[src/rtl/screen_scanout.sv]
// Screen RAM scanout: streams a 1bpp frame buffer as pixels over valid/ready.
// Define SCANOUT_FRAME_LOOP_EN for continuous refresh without start pulses.
module screen_scanout #(
  parameter logic [11:0] SCREEN_RAM_OFFSET  = 12'h100,
  parameter int          SCREEN_WIDTH_BYTES = 8,
  parameter int          SCREEN_HEIGHT      = 32
) (
  input  logic        clk,
  input  logic        reset,
  input  logic        start,
  input  logic        ppu_busy,
  output logic [11:0] mem_read_address,
  output logic        mem_read_enable,
  input  logic [7:0]  mem_read_data,
  output logic        pixel,
  output logic [5:0]  pixel_x,
  output logic [4:0]  pixel_y,
  output logic        pixel_valid,
  input  logic        pixel_ready,
  output logic        frame_start,
  output logic        frame_done,
  output logic        busy
);

  localparam logic [7:0] LAST_BYTE =
    8'(SCREEN_WIDTH_BYTES * SCREEN_HEIGHT - 1);

  typedef enum logic [1:0] {
    IDLE,
    FETCH,
    CAPTURE,
    EMIT
  } state_t;

  state_t      state, state_nx;
  logic [7:0]  byte_index, byte_index_nx;
  logic [7:0]  shift_q, shift_nx;
  logic [2:0]  bit_cnt, bit_cnt_nx;
  logic        frame_done_nx;

  always_ff @(posedge clk or negedge reset) begin
    if (!reset) begin
      state      <= IDLE;
      byte_index <= '0;
      shift_q    <= '0;
      bit_cnt    <= '0;
      frame_done <= 1'b0;
    end else begin
      state      <= state_nx;
      byte_index <= byte_index_nx;
      shift_q    <= shift_nx;
      bit_cnt    <= bit_cnt_nx;
      frame_done <= frame_done_nx;
    end
  end

  always_comb begin
    state_nx         = state;
    byte_index_nx    = byte_index;
    shift_nx         = shift_q;
    bit_cnt_nx       = bit_cnt;
    frame_done_nx    = 1'b0;
    mem_read_enable  = 1'b0;
    mem_read_address = '0;
    pixel            = 1'b0;
    pixel_x          = '0;
    pixel_y          = '0;
    pixel_valid      = 1'b0;
    frame_start      = 1'b0;
    unique case (state)
      IDLE: begin
        if (start) begin
          byte_index_nx = '0;
          state_nx      = FETCH;
        end
      end
      FETCH: begin
        if (!ppu_busy) begin
          mem_read_enable  = 1'b1;
          mem_read_address = SCREEN_RAM_OFFSET + 12'(byte_index);
          state_nx         = CAPTURE;
        end
      end
      CAPTURE: begin
        shift_nx   = mem_read_data;
        bit_cnt_nx = '0;
        state_nx   = EMIT;
      end
      EMIT: begin
        pixel       = shift_q[7];
        pixel_x     = {byte_index[2:0], bit_cnt};
        pixel_y     = byte_index[7:3];
        pixel_valid = 1'b1;
        frame_start = (byte_index == 8'd0) && (bit_cnt == 3'd0);
        if (pixel_ready) begin
          shift_nx   = {shift_q[6:0], 1'b0};
          bit_cnt_nx = bit_cnt + 3'd1;
          if (bit_cnt == 3'd7) begin
            if (byte_index == LAST_BYTE) begin
              frame_done_nx = 1'b1;
`ifdef SCANOUT_FRAME_LOOP_EN
              byte_index_nx = '0;
              state_nx      = FETCH;
`else
              state_nx      = IDLE;
`endif
            end else begin
              byte_index_nx = byte_index + 8'd1;
              state_nx      = FETCH;
            end
          end
        end
      end
      default: state_nx = IDLE;
    endcase
  end

  assign busy = (state != IDLE);

endmodule

[config.mk]
export PLATFORM = sky130hd
export DESIGN_NAME = screen_scanout
export DESIGN_NICKNAME = d
export VERILOG_FILES = /design/src/rtl/screen_scanout.sv
export SDC_FILE = /design/constraint.sdc
export NUM_CORES = 1
export LEC_CHECK = 0
export ABC_AREA = 1
export CAP_MARGIN = 20
export CORE_AREA = 2 2 62 64
export DETAILED_ROUTE_END_ITERATION = 12
export DIE_AREA = 0 0 64 66
export GPL_TIMING_DRIVEN = 1
export PLACE_DENSITY = 0.73
export SLEW_MARGIN = 20
export SYNTH_ARGS = -nofsm -noshare
export SYNTH_HDL_FRONTEND = slang
export SYNTH_SLANG_ARGS = --single-unit
[constraint.sdc]
create_clock -name clk -period 1.6 [get_ports clk]
set_clock_uncertainty 0.2 [all_clocks]
set_input_delay 0.32 -clock clk [delete_from_list [all_inputs] [get_ports clk]]
set_output_delay 0.32 -clock clk [all_outputs]
set_load 0.02 [all_outputs]
Word level (Yosys, flattened, before mapping)

Index checks and enable logic that the tools add are counted.

Bits in registers: 22
Input port bits: 13
Output and inout port bits: 29
Word-level logic and storage cells: 56

$add $sub $neg: 3
Eq/ne operators: 10
Mux-type cells: 28
Reduce and logical (&&, ||, !) cells: 10

Operator list:

| operator                                                              | number |
|---|---|
| 8-bit 2-to-1 mux                                                      | 5 |
| 8-bit one-hot mux with 2 select lines                                 | 2 |
| 12-bit 2-to-1 mux                                                     | 1 |
| 9-bit by 8-bit adder with 10-bit output, first input constant         | 1 |
| 1-bit 2-to-1 mux                                                      | 10 |
| 10-bit 2-to-1 mux                                                     | 1 |
| 2-bit inequality test, second input constant                          | 5 |
| 8-bit by 1-bit adder with 8-bit output, second input constant         | 1 |
| 8-bit equality test, second input constant                            | 1 |
| 8-bit zero test                                                       | 1 |
| 2-bit 2-to-1 mux                                                      | 4 |
| 2-bit one-hot mux with 4 select lines                                 | 1 |
| 6-bit 2-to-1 mux                                                      | 1 |
| 3-bit one-hot mux with 2 select lines                                 | 1 |
| 2-bit nonzero test                                                    | 3 |
| 5-bit 2-to-1 mux                                                      | 1 |
| 5-bit AND reduction                                                   | 1 |
| 2-bit equality test, second input constant                            | 2 |
| 4-bit AND reduction                                                   | 1 |
| 3-bit by 1-bit adder with 3-bit output, second input constant         | 1 |
| 3-bit equality test, second input constant                            | 1 |
| 3-bit zero test                                                       | 1 |
| 3-bit 2-to-1 mux                                                      | 1 |
| 2-bit by 1-bit equality test with 1-bit output, second input constant | 1 |
| 3 further kinds                                                       | 3 |

Longest topological paths before layout

Gate-level depths: netlist of run 1.

Depth after elaboration: 5
Gate-level depth with buffers: 10
Depth with buffers taken out: 9

Worst setup path before layout of run 1

No wires, ideal clock.

Path type: register to output
Start point: reg state[0]
End point: out frame_start
Arrival: 1.853 ns
Required time: 1.080 ns
Path slack: -0.773 ns
Cell stages (with the launch flop): 6
Path buffers: 2
Cell sequence: dfrtp_1 > ha_1 > buf_2 > inv_1 > buf_2 > nor4_1

Cells in the longest elaborated chain, start to end: 2

RTL lines:

| what                   | line | RTL |
|---|---|---|
| from (decl)            | 35   | `state_t state, state_nx;` |
| from (signal assigned) | 49   | `state <= state_nx;` |
| 2-bit equality test    | 70   | `unique case (state)` |
| 1-bit 2-to-1 mux       | 70   |  |
| to (decl)              | 20   | `output logic frame_start,` |

Every way passes these cells.

Worst setup path after layout of run 1

Start point: reg byte_index[0]
End point: out frame_start

Cells in the longest elaborated chain, start to end: 3

RTL lines:

| what                   | line | RTL |
|---|---|---|
| from (decl)            | 36   | `logic [7:0] byte_index, byte_index_nx;` |
| from (signal assigned) | 50   | `byte_index <= byte_index_nx;` |
| 8-bit zero test        | 94   | `frame_start = (byte_index == 8'd0) && (bit_cnt == 3'd0);` |
| 1-bit logical AND      | 94   |  |
| 1-bit 2-to-1 mux       | 70   |  |

Every way passes these cells.

==> metrics, run 1 <==
Detailed Route WL 4400 um; number of storage elements in the synthesis netlist 22; boundary pin count 42; crit path time final 2.07 ns; cell types occupying the most area after synthesis sky130_fd_sc_hd__dfrtp_1 38%, sky130_fd_sc_hd__nand2_1 17%, sky130_fd_sc_hd__ha_1 8.7%; fraction of the mapped netlist area in simple logic gates 0.321; largest net degree at the start of global routing 23; number of cells after detailed placement 322; Die Area 4220 um2; residual antenna-violating net count after detailed routing 0; number of global-route vias before repair 1452; First DRT Iteration DRCs 89; routed via count 1610; Adder-Cell Fraction of Synth Area 0.0869; dominant cell by count in the synthesized netlist sky130_fd_sc_hd__nand2_1; Cell Rows 22; dominant cell type by area after synthesis sky130_fd_sc_hd__dfrtp_1; CTS HTree Levels 1; unrepaired setup endpoints after global routing true; half-perimeter wire length of the detailed placement result 2650 um; xor and xnor fraction of the mapped netlist area 0.00608; count of mapped cells out of synthesis 203; Total Negative Setup Slacks -11.96 ns; count of pins over their slew limit 0; count of warnings emitted by yosys 0; buffers added on ports 38; synth unique cells 26; overall overflow remaining after global route 0; Design Area, Final 2730 um2; Avg WL per Cell 13.1 um; number of clock buffers inserted by TritonCTS 3; leading post-synthesis cells by instance count 67 x sky130_fd_sc_hd__nand2_1, 32 x sky130_fd_sc_hd__inv_1, 22 x sky130_fd_sc_hd__dfrtp_1, 22 x sky130_fd_sc_hd__nor2_1, 10 x sky130_fd_sc_hd__ha_1; Critical Setup Path Class flip-flop to output pin; count of flip-flops with a built-in enable after synthesis 0; worst hold slack after final layout 0.135 ns; final net count 311; total of endpoints with negative setup slack in the final report 46; antenna violations before repair 0; clock slew at reported path FFs 0.13 ns; sequential area share after synthesis 0.382; share of the clock period used by the worst path 1.29; count of non-filler cells in the finished layout 335; final weighted congestion in routability-driven placement 0.826; Fmax achieved 483 MHz; class of the most critical hold timing path input port to async pin; Max clock buf depth 2; async set-reset flop share out of synthesis 1.00; die boundary height 66 um; Area growth syn-to-layout 89.3%; violated checks setup timing; synthesized cell area 1440 um2; leading register cell type out of synthesis sky130_fd_sc_hd__dfrtp_1; clock sink total 22; Total Power 4.11 mW; final worst setup slack -0.469 ns; TritonCTS clock tree yes; count of final hold-check violations 0; total leakage power 1.38 nW; Pwr Density 1510 nW/um2; count of TritonRoute iterations in the first routing pass 4; CP Launch Type flip-flop; filler cell count in the final layout 221; multi-input combinational cell area 1090 um2; effective utilization at floorplan 0.406; Max Cap Viol 0; run status finished with violations; critical path peak fanout 2; placeable core area 3550 um2; Data required, critical path 1.08 ns; via density per instance 4.81; Die Span X 64 um; global-route wire length before repair 6610 um; mux share of post-synthesis cell area 0; share of final-layout standard cells stronger than drive strength 1 0.547; later-pin clock latency in the skew report 0.32 ns; GRT Util Overall 0.201; dpl cell area 2260 um2; antenna diode instance count 0; FF/Latch Area 552 um2; share of the synthesized area in the top cell type 0.382; clock tree root buffer cell sky130_fd_sc_hd__clkbuf_4; Max rail drop VDD 1110 uV; average cell area after synthesis 7.09 um2; dominant combinational cell family by area after synthesis simple AND/OR/NAND/NOR gates; final routed DRC violation total 0; Data arrival, critical path 1.55 ns; kind of end point of the critical path output pin; fraction of the mapped netlist area in compound gates 0.0738
routing by layer:
metal	wire (um)	GRT usage
met3	207	0.0290
met5	0	0
met4	65	0.0734
met1	1910	0.265
met2	2220	0.333
area by class of cell:
type                            count  area share
Tap cell                           48      0.0220
Inverter                           32      0.0505
Sequential cell                    22       0.202
Multi-Input combinational cell    144       0.401
Clock inverter                      1      0.0110
Timing Repair Buffer               85       0.305
Clock buffer                        3     0.00826
worst paths after layout:
check | startpoint | endpoint | depth (start not counted) | slack (ns)
min reg2reg | shift_q[3]$_DFFE_PN0P_ | shift_q[4]$_DFFE_PN0P_ | 2 | 0.35
min in group clk | shift_q[3]$_DFFE_PN0P_ | shift_q[4]$_DFFE_PN0P_ | 2 | 0.35
max in group asynchronous | reset | state[0]$_DFFE_PN0P_ | 2 | 0.82
max | byte_index[0]$_DFFE_PN0P_ | frame_start | 5 | -0.47
min | reset | byte_index[5]$_DFFE_PN0P_ | 2 | 0.13
max reg2reg | state[1]$_DFFE_PN0P_ | byte_index[3]$_DFFE_PN0P_ | 10 | -0.21
cells in the final DEF, fill, tap and decap left out, types with 3 or more instances in the layout:
master and n:
sky130_fd_sc_hd__buf_8 3, sky130_fd_sc_hd__ha_4 5, sky130_fd_sc_hd__nor2_1 12, sky130_fd_sc_hd__inv_4 4
sky130_fd_sc_hd__clkbuf_4 3, sky130_fd_sc_hd__buf_6 34, sky130_fd_sc_hd__clkdlybuf4s50_1 12, sky130_fd_sc_hd__inv_1 10
sky130_fd_sc_hd__a31oi_1 7, sky130_fd_sc_hd__inv_2 17, sky130_fd_sc_hd__o21ai_2 3, sky130_fd_sc_hd__nand2_4 13
sky130_fd_sc_hd__o21ai_1 5, sky130_fd_sc_hd__nand2_1 41, sky130_fd_sc_hd__ha_1 4, sky130_fd_sc_hd__nand3_1 7
sky130_fd_sc_hd__nand2_8 3, sky130_fd_sc_hd__dfrtp_1 21, sky130_fd_sc_hd__conb_1 3, sky130_fd_sc_hd__buf_4 34
sky130_fd_sc_hd__nand2_2 15, sky130_fd_sc_hd__nor2_4 10
state kept, by name, summed over array words and instances (netlist names):
| signal | flops |
|---|---|
| shift_q | 8 |
| byte_index | 8 |
| frame_done | 1 |
| state | 2 |
| bit_cnt | 3 |
through the flow:
stage | util | worst slack, ns
after detailed placement | 0.636 | -0.659
after CTS | 0.700 | -0.484
after global routing | 0.768 | -0.524
after global placement | 0.636 | -0.643
after floorplan | - | -0.132
final | 0.768 | -0.469
cells by family (layout without fill, tap and decap cells):
family | Yosys count | after routing
and+or+nand+nor | 109 | 112
adders and majority gates | 10 | 10
buffers and inverters | 42 | 121
other | 1 | 3
DFF | 22 | 22
xor gates and xnor gates | 1 | 1
AOI/OAI and AO/OA | 18 | 18
power breakdown:
group / internal [mW] / switching, mW
sequential: 0.731 / 0.126
combinational: 1.27 / 1.54
clock: 0.253 / 0.184
total: 2.26 / 1.85
worst max-delay path, stage by stage (launching register included):
cell and delay [ns]:
sky130_fd_sc_hd__dfrtp_1 0.41, sky130_fd_sc_hd__inv_2 0.08, sky130_fd_sc_hd__ha_4 0.13, sky130_fd_sc_hd__nand4_1 0.12, sky130_fd_sc_hd__nor4_4 0.31, sky130_fd_sc_hd__buf_4 0.18
timing repair:
item                       4_1_cts  5_1_grt
cloned                           3        0
setup endpoints to repair       47       47
gates resized for setup        177       66
pin swaps                       10       22
hold buffers                     0        0
buffers inserted                 4        4
No activity file was read; power rests on OpenSTA's default activity.
==> inputs of run 2 (changes only) <==
--- a/config.mk
+++ b/config.mk
@@ -6,7 +6,6 @@
 export NUM_CORES = 1
 export LEC_CHECK = 0
 export ABC_AREA = 1
-export CAP_MARGIN = 20
 export CORE_AREA = 2 2 62 64
 export DETAILED_ROUTE_END_ITERATION = 12
 export DIE_AREA = 0 0 64 66
==> results of run 2 <==
No change in the layout: final DEF, timing and power equal those of run 1.
